<file path="config.mk">
export PLATFORM = sky130hd
export DESIGN_NAME = instruction_fetch_flat
export DESIGN_NICKNAME = d
export VERILOG_FILES = /design/src/rtl/instruction_fetch_if.sv /design/src/rtl/instruction_fetch.sv /design/src/flat_wrapper.sv
export SDC_FILE = /design/constraint.sdc
export NUM_CORES = 1
export LEC_CHECK = 0
export ABC_CLOCK_PERIOD_IN_PS = 2600
export CORE_MARGIN = 1
export CORE_UTILIZATION = 46
export CTS_CLUSTER_DIAMETER = 60
export DETAILED_ROUTE_END_ITERATION = 10
export MAX_ROUTING_LAYER = met4
export PLACE_DENSITY = 0.81
export SLEW_MARGIN = 20
export SYNTH_ARGS = -nofsm -noshare
export SYNTH_HDL_FRONTEND = slang
export SYNTH_SLANG_ARGS = --single-unit
</file>
<file path="constraint.sdc">
create_clock -name clk -period 2.6 [get_ports clk]
set_input_delay 0.52 -clock clk [delete_from_list [all_inputs] [get_ports clk]]
set_output_delay 0.52 -clock clk [all_outputs]
set_load 0.005 [all_outputs]
</file>
<file path="src/rtl/instruction_fetch_if.sv">
// Fetch-stage bus: PC controls, instruction ROM port, redirect request and
// the valid/ready instruction stream towards decode.
interface instruction_fetch_if;
  logic [15:0] pc;
  logic        pc_increment;
  logic        pc_load;
  logic [15:0] pc_load_value;
  logic [15:0] rom_addr;
  logic [15:0] rom_data;
  logic        jump_valid;
  logic [15:0] jump_target;
  logic [15:0] instr;
  logic [15:0] instr_addr;
  logic        instr_valid;
  logic        instr_ready;

  modport master (
    input  pc, rom_data, jump_valid, jump_target, instr_ready,
    output pc_increment, pc_load, pc_load_value, rom_addr,
           instr, instr_addr, instr_valid
  );

  modport slave (
    output pc, rom_data, jump_valid, jump_target, instr_ready,
    input  pc_increment, pc_load, pc_load_value, rom_addr,
           instr, instr_addr, instr_valid
  );
endinterface

</file>
<file path="src/rtl/instruction_fetch.sv">
// Hack CPU fetch stage: issues PC increments against a registered ROM and
// buffers returning words in an output register plus one skid entry.
module instruction_fetch (
  input  logic                clk,
  input  logic                reset,
  instruction_fetch_if.master fetchBus
);

  logic        outValid_q, outValid_d;
  logic [15:0] outInstr_q, outInstr_d;
  logic [15:0] outAddr_q, outAddr_d;
  logic        skidValid_q, skidValid_d;
  logic [15:0] skidInstr_q, skidInstr_d;
  logic [15:0] skidAddr_q, skidAddr_d;
  logic        inflight_q, inflight_d;
  logic [15:0] inflightAddr_q, inflightAddr_d;

  logic        consume;
  logic        issue;
  logic [1:0]  occ;
  logic [1:0]  occAfter;

  assign consume  = outValid_q & fetchBus.instr_ready;
  assign occ      = {1'b0, outValid_q} + {1'b0, skidValid_q} + {1'b0, inflight_q};
  assign occAfter = occ - {1'b0, consume};
  // Only issue when the returning word is guaranteed a slot next cycle.
  assign issue    = !reset && !fetchBus.jump_valid && (occAfter < 2'd2);

  assign fetchBus.pc_increment  = issue;
  assign fetchBus.pc_load       = !reset && fetchBus.jump_valid;
  assign fetchBus.pc_load_value = reset ? 16'h0000 : fetchBus.jump_target;
  assign fetchBus.rom_addr      = fetchBus.pc;
  assign fetchBus.instr         = outInstr_q;
  assign fetchBus.instr_addr    = outAddr_q;
  assign fetchBus.instr_valid   = outValid_q;

  always_comb begin
    outValid_d     = outValid_q;
    outInstr_d     = outInstr_q;
    outAddr_d      = outAddr_q;
    skidValid_d    = skidValid_q;
    skidInstr_d    = skidInstr_q;
    skidAddr_d     = skidAddr_q;
    inflight_d     = issue;
    inflightAddr_d = issue ? fetchBus.pc : inflightAddr_q;

    if (fetchBus.jump_valid) begin
      outValid_d  = 1'b0;
      skidValid_d = 1'b0;
    end else begin
      if (consume) begin
        if (skidValid_q) begin
          outValid_d  = 1'b1;
          outInstr_d  = skidInstr_q;
          outAddr_d   = skidAddr_q;
          skidValid_d = 1'b0;
        end else begin
          outValid_d  = 1'b0;
        end
      end
      // Returning word lands behind whatever the consume step left in OUT.
      if (inflight_q) begin
        if (!outValid_d) begin
          outValid_d  = 1'b1;
          outInstr_d  = fetchBus.rom_data;
          outAddr_d   = inflightAddr_q;
        end else begin
          skidValid_d = 1'b1;
          skidInstr_d = fetchBus.rom_data;
          skidAddr_d  = inflightAddr_q;
        end
      end
    end
  end

  always_ff @(posedge clk) begin
    if (reset) begin
      outValid_q     <= 1'b0;
      outInstr_q     <= 16'h0000;
      outAddr_q      <= 16'h0000;
      skidValid_q    <= 1'b0;
      skidInstr_q    <= 16'h0000;
      skidAddr_q     <= 16'h0000;
      inflight_q     <= 1'b0;
      inflightAddr_q <= 16'h0000;
    end else begin
      outValid_q     <= outValid_d;
      outInstr_q     <= outInstr_d;
      outAddr_q      <= outAddr_d;
      skidValid_q    <= skidValid_d;
      skidInstr_q    <= skidInstr_d;
      skidAddr_q     <= skidAddr_d;
      inflight_q     <= inflight_d;
      inflightAddr_q <= inflightAddr_d;
    end
  end

endmodule

</file>
<file path="src/flat_wrapper.sv">
// flat-port wrapper written by rule: the top's interface ports become plain ports
module instruction_fetch_flat 
  (clk, reset, fetchBus_pc, fetchBus_rom_data, fetchBus_jump_valid, fetchBus_jump_target, fetchBus_instr_ready, fetchBus_pc_increment, fetchBus_pc_load, fetchBus_pc_load_value, fetchBus_rom_addr, fetchBus_instr, fetchBus_instr_addr, fetchBus_instr_valid);
  instruction_fetch_if fetchBus_i ();
  input  logic clk;
  input  logic reset;
  input wire logic [$bits(fetchBus_i.pc)-1:0] fetchBus_pc;
  input wire logic [$bits(fetchBus_i.rom_data)-1:0] fetchBus_rom_data;
  input wire logic [$bits(fetchBus_i.jump_valid)-1:0] fetchBus_jump_valid;
  input wire logic [$bits(fetchBus_i.jump_target)-1:0] fetchBus_jump_target;
  input wire logic [$bits(fetchBus_i.instr_ready)-1:0] fetchBus_instr_ready;
  output wire logic [$bits(fetchBus_i.pc_increment)-1:0] fetchBus_pc_increment;
  output wire logic [$bits(fetchBus_i.pc_load)-1:0] fetchBus_pc_load;
  output wire logic [$bits(fetchBus_i.pc_load_value)-1:0] fetchBus_pc_load_value;
  output wire logic [$bits(fetchBus_i.rom_addr)-1:0] fetchBus_rom_addr;
  output wire logic [$bits(fetchBus_i.instr)-1:0] fetchBus_instr;
  output wire logic [$bits(fetchBus_i.instr_addr)-1:0] fetchBus_instr_addr;
  output wire logic [$bits(fetchBus_i.instr_valid)-1:0] fetchBus_instr_valid;
  assign fetchBus_i.pc = fetchBus_pc;
  assign fetchBus_i.rom_data = fetchBus_rom_data;
  assign fetchBus_i.jump_valid = fetchBus_jump_valid;
  assign fetchBus_i.jump_target = fetchBus_jump_target;
  assign fetchBus_i.instr_ready = fetchBus_instr_ready;
  assign fetchBus_pc_increment = fetchBus_i.pc_increment;
  assign fetchBus_pc_load = fetchBus_i.pc_load;
  assign fetchBus_pc_load_value = fetchBus_i.pc_load_value;
  assign fetchBus_rom_addr = fetchBus_i.rom_addr;
  assign fetchBus_instr = fetchBus_i.instr;
  assign fetchBus_instr_addr = fetchBus_i.instr_addr;
  assign fetchBus_instr_valid = fetchBus_i.instr_valid;
  instruction_fetch u_core (.clk(clk), .reset(reset), .fetchBus(fetchBus_i));
endmodule
</file>
==> metrics.md, run 1 <==
| Metric | Value |
|---|---|
| Tot GR Track Use | 23.0% |
| Period utilization | between 90% and 100% |
| RD Place Congestion | approximately 0.81 |
| Sink Count | 83 |
| Detail Placement HPWL | 6.23 mm |
| Routed wire length per instance | 15.0 µm |
| Via count | 3052 |
| Share of cells above drive strength 1 | 9.03% |
| CORE AREA | around 7400 µm² |
| Initial cell density of the core | 48.2% |
| Chip Width | ~90 µm |
| Setup repair after global routing missed its margin | false |
| GR Layer Usage met2 | about two fifths |
| Slew HR | between 70% and 80% |
| Clk slew on worst S/H paths | around 80 ps |
| Adder and majority gate portion of the synthesized area | around 1.1% |
| Syn nets | 436 |
| Hold slack | between 400 and 500 ps |
| Syn Area/Cell | around 9.3 µm² |
| Worst EP required | 2080 ps |
| Die Ht | approximately 90 µm |
| Starting DRT DRC Count | ~130 |
| CP Class | register to output port |
| VDD IR max | between 0.0002 and 0.0003 V |
| Status | finished clean |
| Arrival @ worst endpoint | approximately 2000 ps |
| Root Buffer | clkbuf_8 |
| Mux contribution to synthesized area | between 10% and 20% |
| Die ar. | approximately 8000 µm² |
| Synthesized flop and latch total | 83 |
| Hold Crit Class | register to register |
| Met3 Use GR | roughly 4.7% |
| Area delta synth->final | 37.3% |
| Initial antenna violation count | 0 |
| Setup violators final | 0 |
| Busiest grt layer | met2 |
| Routed Wire Length | 8.80 mm |
| Multi-input logic area | 1540 µm² |
| Met1 GRT Util | between 20% and 30% |
| Post-Synth Simple-Gate Area | between 10% and 20% |
| Sequential area share after synthesis | a little under half |
| Power per standard cell area | around 530 nW/µm² |
| Tightest Pin Transition | about 440 ps |
| Yosys top cell area share | 46.8% |
| Fmax | 399 MHz |
| Number of distinct library cells after synthesis | 29 |
| Yosys Warn Count | 0 |
| Row count | 31 |
| Post-synthesis cell count | 381 |
| Crit Path Max Fanout | 2 |
| Startpoint Class | register |
| Largest cells by area after synthesis | dfxtp_1 (47%), mux2i_1 (14%), nor2_1 (7.3%) |
| Post-route ant nets | 0 |
| Fin util | about two thirds |
| Largest family of logic cells by synthesized area | multiplexers |
| Final Max Tran Viols | 0 |
| Drt pass-1 iters | 4 |
| ANT cells | 0 |
| Nets@finish | approximately 540 |
| Final count of hold timing violations | 0 |
| I/O Buffers | around 120 |
| I/O Pins | between 100 and 150 |
| Setup crit end kind | output port |
| Leakage power | between 2 and 2.5 nW |
| FF/Latch Area | between 1500 and 2000 µm² |
| MaxCap Viol Count | 0 |
| Compound-gate portion of the synthesized area | between 10 and 15% |
| Vias in the first global route | 3088 |
| Post-synthesis xor/xnor area fraction | 0% |
| Area leader, netlist | dfxtp_1 |
| Mapped cell area | approximately 3600 µm² |
| Post-CTS setup buffers | 0 |
| Clk_skew | about 8.7 ps |
| DR DRC count | 0 |
| Via density per instance | around 5.2 |
| CTS tree | built |
| Worst-Skew Late Latency | roughly 350 ps |
| Hold path depth | 2 |
| First-pass GRT wire length | roughly 15 mm |
| R2R depth | 9 |
| CTS Buffer Depth | 2 |
| CTS Buf Count | 9 |
| Fillers | 594 |
| Largest net degree at the start of global routing | 26 |
| Tmin final | 2510 ps |
| CTS HTree Levels | 3 |
| GRT overflow | 0 |
worst max-delay path: stages, from the launching register on:
cell,delay [ps]
dfxtp_2,330
nand2_1,60
ha_1,280
inv_1,40
ha_1,280
a21oi_2,190
mux2_4,330
buf_2,140
cells in the final DEF (no fill, tap or decap):
cell type | netlist | routed
nor3b_2 | 1 | 1
bufinv_16 | 0 | 1
mux2_2 | 1 | 1
and2_1 | 1 | 1
a221oi_1 | 13 | 13
clkinv_2 | 0 | 2
mux2i_1 | 48 | 48
dfxtp_1 | 83 | 82
o21a_1 | 1 | 1
nand4_2 | 1 | 1
nor2_2 | 0 | 1
clkbuf_2 | 0 | 1
nand2b_1 | 1 | 1
nor2_1 | 69 | 68
ha_1 | 3 | 3
clkdlybuf4s50_1 | 0 | 114
mux2_4 | 1 | 1
nand2_1 | 22 | 22
nor3_1 | 1 | 1
o21ai_0 | 19 | 19
dfxtp_2 | 0 | 1
clkinv_1 | 1 | 1
a21oi_2 | 1 | 2
dlymetal6s2s_1 | 0 | 1
clkbuf_8 | 0 | 9
clkbuf_1 | 15 | 1
buf_2 | 6 | 2
nor3_2 | 1 | 1
a21bo_2 | 1 | 1
buf_4 | 18 | 17
clkinvlp_4 | 0 | 2
nor2b_1 | 16 | 16
o22ai_1 | 13 | 13
inv_1 | 17 | 17
o221ai_1 | 19 | 19
a21oi_1 | 3 | 2
metal layers:
layer / vias to the layer above / routed length, µm
met4: 0 / 174
met5: - / 0
met3: 16 / 440
li1: 1505 / -
met1: 1440 / 3840
met2: 91 / 4340
repair_timing:
| item | 4_1_cts | 5_1_grt |
|---|---|---|
| resized for setup | 5 | 4 |
| hold buffers | 0 | 0 |
| setup endpoints to repair | 1 | 2 |
| pin swaps | 1 | 2 |
final timing paths:
kind	start	to	slack (ps)
setup / recovery	u_core.fetchBus.instr_valid$_SDFF_PN0_	fetchBus_pc_increment	90
hold / removal	u_core.fetchBus.instr[3]$_SDFFE_PP0N_	u_core.fetchBus.instr[3]$_SDFFE_PP0N_	470
setup reg to reg	u_core.fetchBus.instr_valid$_SDFF_PN0_	u_core.inflightAddr_q[4]$_SDFFE_PP0P_	510
hold reg to reg	u_core.fetchBus.instr[3]$_SDFFE_PP0N_	u_core.fetchBus.instr[3]$_SDFFE_PP0N_	470
synthesized netlist by cell type, drive strengths merged:
cell type  instances
ha                 3
inv               17
mux2i             48
o21ai             19
nor2              69
dfxtp             83
nor3               2
clkinv             1
o221ai            19
a21oi              4
nand2b             1
a21bo              1
buf               29
nand2             22
and2               1
a221oi            13
o21a               1
nor3b              1
nor2b             16
nand4              1
o22ai             13
mux2               2
clkbuf            15
report_power, final:
group | internal, W | leakage [nW] | switching [W]
Sequential | 0.00131 | 0.675 | 0.0000299
Combinational | 0.000218 | 1.31 | 0.000145
Clock | 0.000435 | 0.0881 | 0.000444
state kept, by name, summed over array words and instances, names as in the netlist:
name / flops
u_core.skidInstr_q: 16
u_core.inflight_q: 1
u_core.skidValid_q: 1
u_core.fetchBus.instr_valid: 1
u_core.fetchBus.instr: 16
u_core.inflightAddr_q: 16
u_core.skidAddr_q: 16
u_core.fetchBus.instr_addr: 16
cell type report:
cell class	instances	share of cell area (%)
Sequential cell	83	34.1
Multi-Input combinational cell	236	31.6
Timing Repair Buffer	135	26.6
Clock buffer	10	2.62
Tap cell	99	2.54
Inverter	18	1.39
Clock inverter	5	1.13
kinds of logic (layout without fill, tap and decap cells):
| logic type | Yosys count | after routing |
|---|---|---|
| flip-flops | 83 | 83 |
| AND/OR/NAND/NOR | 113 | 113 |
| adder cells (fa/ha/maj) | 3 | 3 |
| buffers and inverters | 62 | 168 |
| AO/OA/AOI/OAI | 70 | 70 |
| multiplexers | 50 | 50 |
stage by stage:
step                      total power [W]  std cells  setup slack [ps]  instance area [µm²]  TNS (ps)
final                             0.00259        586              91.3                 4880         0
after global routing              0.00269        586              6.02                 4880         0
after CTS                         0.00260        586              11.0                 4880         0
after floorplan                   0.00153        381               162                 3550         0
after detailed placement          0.00174        571              -587                 4700     -3630
after global placement            0.00173        571              -536                 4700     -2820
(Power assumes the default switching activity.)
==> run 2, diff against run 1 <==
--- a/config.mk
+++ b/config.mk
@@ -6,10 +6,11 @@
 export NUM_CORES = 1
 export LEC_CHECK = 0
 export ABC_CLOCK_PERIOD_IN_PS = 2600
-export CORE_MARGIN = 1
+export CORE_ASPECT_RATIO = 2
 export CORE_UTILIZATION = 46
 export CTS_CLUSTER_DIAMETER = 60
 export DETAILED_ROUTE_END_ITERATION = 10
+export GPL_TIMING_DRIVEN = 0
 export MAX_ROUTING_LAYER = met4
 export PLACE_DENSITY = 0.81
 export SLEW_MARGIN = 20
==> run 2 against run 1 <==
  * Global-route usage increased by 3.1 points
  * Critical path depth increased by 1
  * Register-to-register slack got worse by 200 ps
  * First-iteration DRC count increased by 53%
  * Via count increased by 5.2%
  * Sequential power about the same
  * Maximum frequency decreased by 2.0%
  * Worst hold slack improved by 1.7 ps
  * Count of clock-buffer cells in the layout increased by 2
  * Sequential share of layout area decreased by 2.2 points
  * Combinational power increased by 6.6%
  * Critical path type is now primary input to output port
  * Critical endpoint unchanged
==> metrics.md, run 2 (synthesis results as in run 1) <==
| Metric | Value |
|---|---|
| Post-route cell area | 5220 µm² (was 4880 µm²) |
| Highest-count cells in the layout ignoring fill and taps | clkdlybuf4s50_1 (114), dfxtp_1 (82), nor2_1 (69) (was clkdlybuf4s50_1 (114), dfxtp_1 (82), nor2_1 (68)) |
| Share of cells above drive strength 1 | 11.8% (was 9.03%) |
| Crit Path Max Fanout | 3 (was 2) |
| Die Ht | 126 µm (was 89.9 µm) |
| DR DRC count | 0 (unchanged) |
| Final Max Tran Viols | 0 (unchanged) |
| Overall power | 0.00324 W (was 0.00259 W) |
| Crit path cell chain | clkdlybuf4s15_2 -> nand2_2 -> ha_1 -> inv_1 -> ha_1 -> a21oi_2 -> mux2_4 -> clkbuf_2 (was nand2_1 -> ha_1 -> inv_1 -> ha_1 -> a21oi_2 -> mux2_4 -> buf_2) |
| GRT overflow | 0 (unchanged) |
| Power per standard cell area | 621 nW/µm² (was 530 nW/µm²) |
| Status | finished clean (unchanged) |
| Tmin final | 2560 ps (was 2510 ps) |
| Area post-placement | 4840 µm² (was 4700 µm²) |
| Setup repair after global routing missed its margin | false (unchanged) |
| Drt pass-1 iters | 4 (unchanged) |
| Via count | 3210 (was 3052) |
| Worst EP required | 2080 ps (about the same) |
| Via density per instance | 5.25 (was 5.21) |
| # hold bufs at CTS | 0 (unchanged) |
| Tightest Pin Transition | 543 ps (was 437 ps) |
| CTS HTree Levels | 3 (unchanged) |
| Vias in the first global route | 3240 (was 3088) |
| Fin util | 69.1% (was 66.2%) |
| Setup violators final | 0 (unchanged) |
| Period utilization | 98.5% (was 96.5%) |
| Root Buffer | clkbuf_16 (was clkbuf_8) |
| Row count | 45 (was 31) |
| First-pass GRT wire length | 15.9 mm (was 14.6 mm) |
| Setup crit end kind | output port (unchanged) |
| Most used cell, CP | ha_1 (unchanged) |
| Largest net degree at the start of global routing | 14 (was 26) |
| Die ar. | 8100 µm² (was 8080 µm²) |
| Crit-path max cell delay | 340 ps (was 330 ps) |
| Final count of hold timing violations | 0 (unchanged) |
| CORE AREA | 7540 µm² (was 7370 µm²) |
| Worst-Skew Late Latency | 340 ps (was 350 ps) |
| Fillers | 596 (was 594) |
| Sink Count | 83 (unchanged) |
| CTS Buf Count | 9 (unchanged) |
| I/O Buffers | 117 (was 118) |
| RD Place Congestion | 0.843 (was 0.810) |
| Routed Wire Length | 9.68 mm (was 8.80 mm) |
| Slowest CP cell | mux2_4 (was dfxtp_2) |
| Routed wire length per instance | 15.8 µm (was 15.0 µm) |
| Detail Placement HPWL | 6.95 mm (was 6.23 mm) |
| Area delta synth->final | 46.8% (was 37.3%) |
| Initial antenna violation count | 0 (unchanged) |
| Initial cell density of the core | 47.1% (was 48.2%) |
| Dpl cells | 592 (was 571) |
| I/O Pins | 119 (unchanged) |
| Starting DRT DRC Count | 203 (was 133) |
| Most common library cell in the layout ignoring fill and taps | clkdlybuf4s50_1 (unchanged) |
| MaxCap Viol Count | 0 (unchanged) |
| Clk slew on worst S/H paths | 60 ps (was 80 ps) |
| Chip Width | 64.1 µm (was 89.9 µm) |
| VDD IR max | 0.000582 V (was 0.000286 V) |
| Hold Crit Class | register to register (unchanged) |
| Arrival @ worst endpoint | 2040 ps (was 1990 ps) |
| Nets@finish | 567 (was 538) |
| CTS tree | built (unchanged) |
| Clk_skew | 6.85 ps (was 8.66 ps) |
| CTS Buffer Depth | 2 (unchanged) |
| Fmax | 390 MHz (was 399 MHz) |
| Startpoint Class | primary input (was register) |
| Leakage power | 2.24 nW (was 2.07 nW) |
| Tot GR Track Use | 26.1% (was 23.0%) |
| CP Class | primary input to output port (was register to output port) |
| Post-route ant nets | 0 (unchanged) |
| Finished Layout Cells | 611 (was 586) |
| ANT cells | 0 (unchanged) |
| Slew HR | 63.8% (was 70.8%) |
## run 2: cell count changes in the layout (fill, tap and decap cells not counted), moves of 3 or more
| cell | previous run | this run |
|---|---|---|
| clkbuf_1 | 1 | 14 |
| clkbuf_16 | 0 | 9 |
| buf_4 | 17 | 23 |
| clkbuf_8 | 9 | 3 |
| buf_2 | 2 | 6 |
| buf_6 | 0 | 3 |
## run 2: through the flow
| step | setup WS (ps) | TNS (ps) | hold slack (ps) |
|---|---|---|---|
| 5_1_grt | 1.92 | 0 | 495 |
| 4_1_cts | -49.9 | -49.9 | 477 |
| 6_report | 38.9 | 0 | 474 |
| 2_1_floorplan | 162 | 0 | 463 |
| 3_5_place_dp | -943 | -5480 | 459 |
| 3_3_place_gp | -905 | -4570 | 456 |
## run 2: per-layer routing
metal | part of all wire (%) | vias up | GRT usage, %
met5 | 0 | - | -
met4 | 2.0 | 0 | 9.93
met3 | 3.3 | 12 | 5.25
met2 | 56 | 79 | 47.2
met1 | 39 | 1548 | 27.0
li1 | - | 1571 | -
## run 2: critical path: cells and delay by family
kind            cells  cell delay (ps)
fa+ha+maj           2              560
mux                 1              340
compound gates      1              200
buf+inv             3              370
simple gates        1               60
## run 2: where the power goes
| part | switching (W) | internal [W] | total (W) |
|---|---|---|---|
| registers | 0.0000308 | 0.00131 | 0.00134 |
| logic | 0.000156 | 0.000233 | 0.000388 |
| clock network | 0.000491 | 0.00101 | 0.00151 |
| total | 0.000678 | 0.00256 | 0.00324 |
## run 2: layout make-up
| class | count | area, µm² | area share, % |
|---|---|---|---|
| inverter | 18 | 68.8 | 1.32 |
| timing repair buffer | 122 | 1200 | 23.1 |
| clock buffer | 12 | 267 | 5.11 |
| multi-input combinational | 236 | 1540 | 29.5 |
| sequential | 83 | 1670 | 31.9 |
| buffer | 42 | 259 | 4.97 |
| clock inverter | 4 | 95.1 | 1.82 |
| tap | 94 | 118 | 2.26 |
## run 2: timing repair
action / in CTS / in global routing
cloned: 0 / 0
setup buffers: 4 / 1
pin swaps: 1 / 1
endpoints found under the setup margin: 2 / 1
gates resized for setup: 11 / 2
## run 2: final timing paths
kind / from / endpoint / slack (ps) / cells past startpoint
min reg2reg: u_core.fetchBus.instr[3]$_SDFFE_PP0N_ / u_core.fetchBus.instr[3]$_SDFFE_PP0N_ / 470 / 2
max reg2reg: u_core.fetchBus.instr_valid$_SDFF_PN0_ / u_core.inflightAddr_q[1]$_SDFFE_PP0P_ / 310 / 10
max: fetchBus_instr_ready / fetchBus_pc_increment / 40 / 8
min: u_core.fetchBus.instr[3]$_SDFFE_PP0N_ / u_core.fetchBus.instr[3]$_SDFFE_PP0N_ / 470 / 2
==> edit: new RTL, settings of run 2 <==
Reset style: asynchronous (`reset`), changed in one clocked block.
--- a/src/rtl/instruction_fetch.sv
+++ b/src/rtl/instruction_fetch.sv
@@ -74,5 +74,5 @@
   end
 
-  always_ff @(posedge clk) begin
+  always_ff @(posedge clk or posedge reset) begin
     if (reset) begin
       outValid_q     <= 1'b0;
Formal check against the unedited RTL: differs if reset is asserted again (counterexample within 4 cycles, from zero or initial values and one cycle with reset high); with reset held inactive, the same outputs for 10 cycles.
==> edit against run 2 <==
- the run now ends with negative setup slack left
- worst setup slack lost 0.046 ns
- global-route usage decreased by 1.6 points
- area after synthesis is 8.6% higher
- sequential cell count unchanged
- routed wire length fell by 1.2%
- critical path depth grew 1
- cell area rose by 6.8%
- worst hold slack improved by 0.0091 ns
- critical path type is now reg2out
Power is not compared: it rests on default switching activity, and its combinational part moved more than twofold at a synthesized area within 25%.
==> edit: results (changes against run 2) <==
status: finished with violations
failing checks: negative setup slack
placed cell area: 5258 µm² (+8.6%)
final setup TNS: -0.007160 ns (-0.007160 ns)
Hold Path Sink: u_core.fetchBus.instr[14]$_DFFE_PP0N_
HP Start: u_core.fetchBus.instr[14]$_DFFE_PP0N_
Die Width: 66.75 µm (+4.1%)
pin count of the biggest net entering global routing: 34 (+20)
routability congestion estimate: 0.7884 (-6.4%)
vias in the first global route: 3,108 (-4.1%)
mux cell area share after synthesis: 14.89% (+0.62 points)
area fraction in compound gates after synthesis: 19.04% (+5.0 points)
DRT Pass-1 Iters: 5 (+1)
number of instances in the placed design: 516 (-13%)
CP max stage delay: 0.42 ns (+0.08 ns)
Syn Area/Cell: 12.82 µm² (+37%)
Setup violations, final: 1 (+1)
setup ws final: -0.007160 ns (-0.04602 ns)
Hold Path Stages: 1 (-1)
count of non-filler cells in the finished layout: 534 (-13%)
syn_nets: 356 (-18%)
Yosys cell types: 27 (-6.9%)
worst hold slack: 0.4826 ns (+0.009124 ns)
Nets: 490 (-14%)
worst flop-to-flop path endpoint: u_core.inflightAddr_q[10]$_DFFE_PP0P_
drt wl/cell: 17.91 µm (+13%)
area share of fa/ha/maj cells after synthesis: 0.9731% (-0.084 points)
first-pass GRT wire length: 15.68 mm (-1.3%)
## edit: layer usage
metal,up-vias,track usage (%),share of wire [%]
met5,-,-,0
met4,0,10.28,2.2
met3,20,3.819,3.7
met2,94,41.47,56
met1,1518,27.53,38
li1,1374,-,-
## edit: cell type report
cell class              instances  area [µm²]
plain buffers                  38       230.2
clock buffers                  13       280.3
clock inverters                 1       7.507
fillers                       603        2430
inverters                       8       36.28
multi-input cells             170        1559
flip-flops and latches         83        2079
well taps                      96       120.1
repair buffers                125        1257
## edit: power groups by stage
stage / Combinational, mW / Clock (mW) / Sequential [mW]
2_1_floorplan: 0.413 / 0 / 1.74
3_3_place_gp: 0.884 / 0 / 1.76
3_5_place_dp: 0.917 / 0 / 1.77
4_1_cts: 0.932 / 1.23 / 1.75
5_1_grt: 0.990 / 1.27 / 1.79
6_report: 0.917 / 1.22 / 1.75
## edit: repair_timing
action                     in CTS  in global routing
resized for setup              11                  3
setup endpoints to repair      10                 11
pin swaps                       5                  4
setup buffers                   5                  1
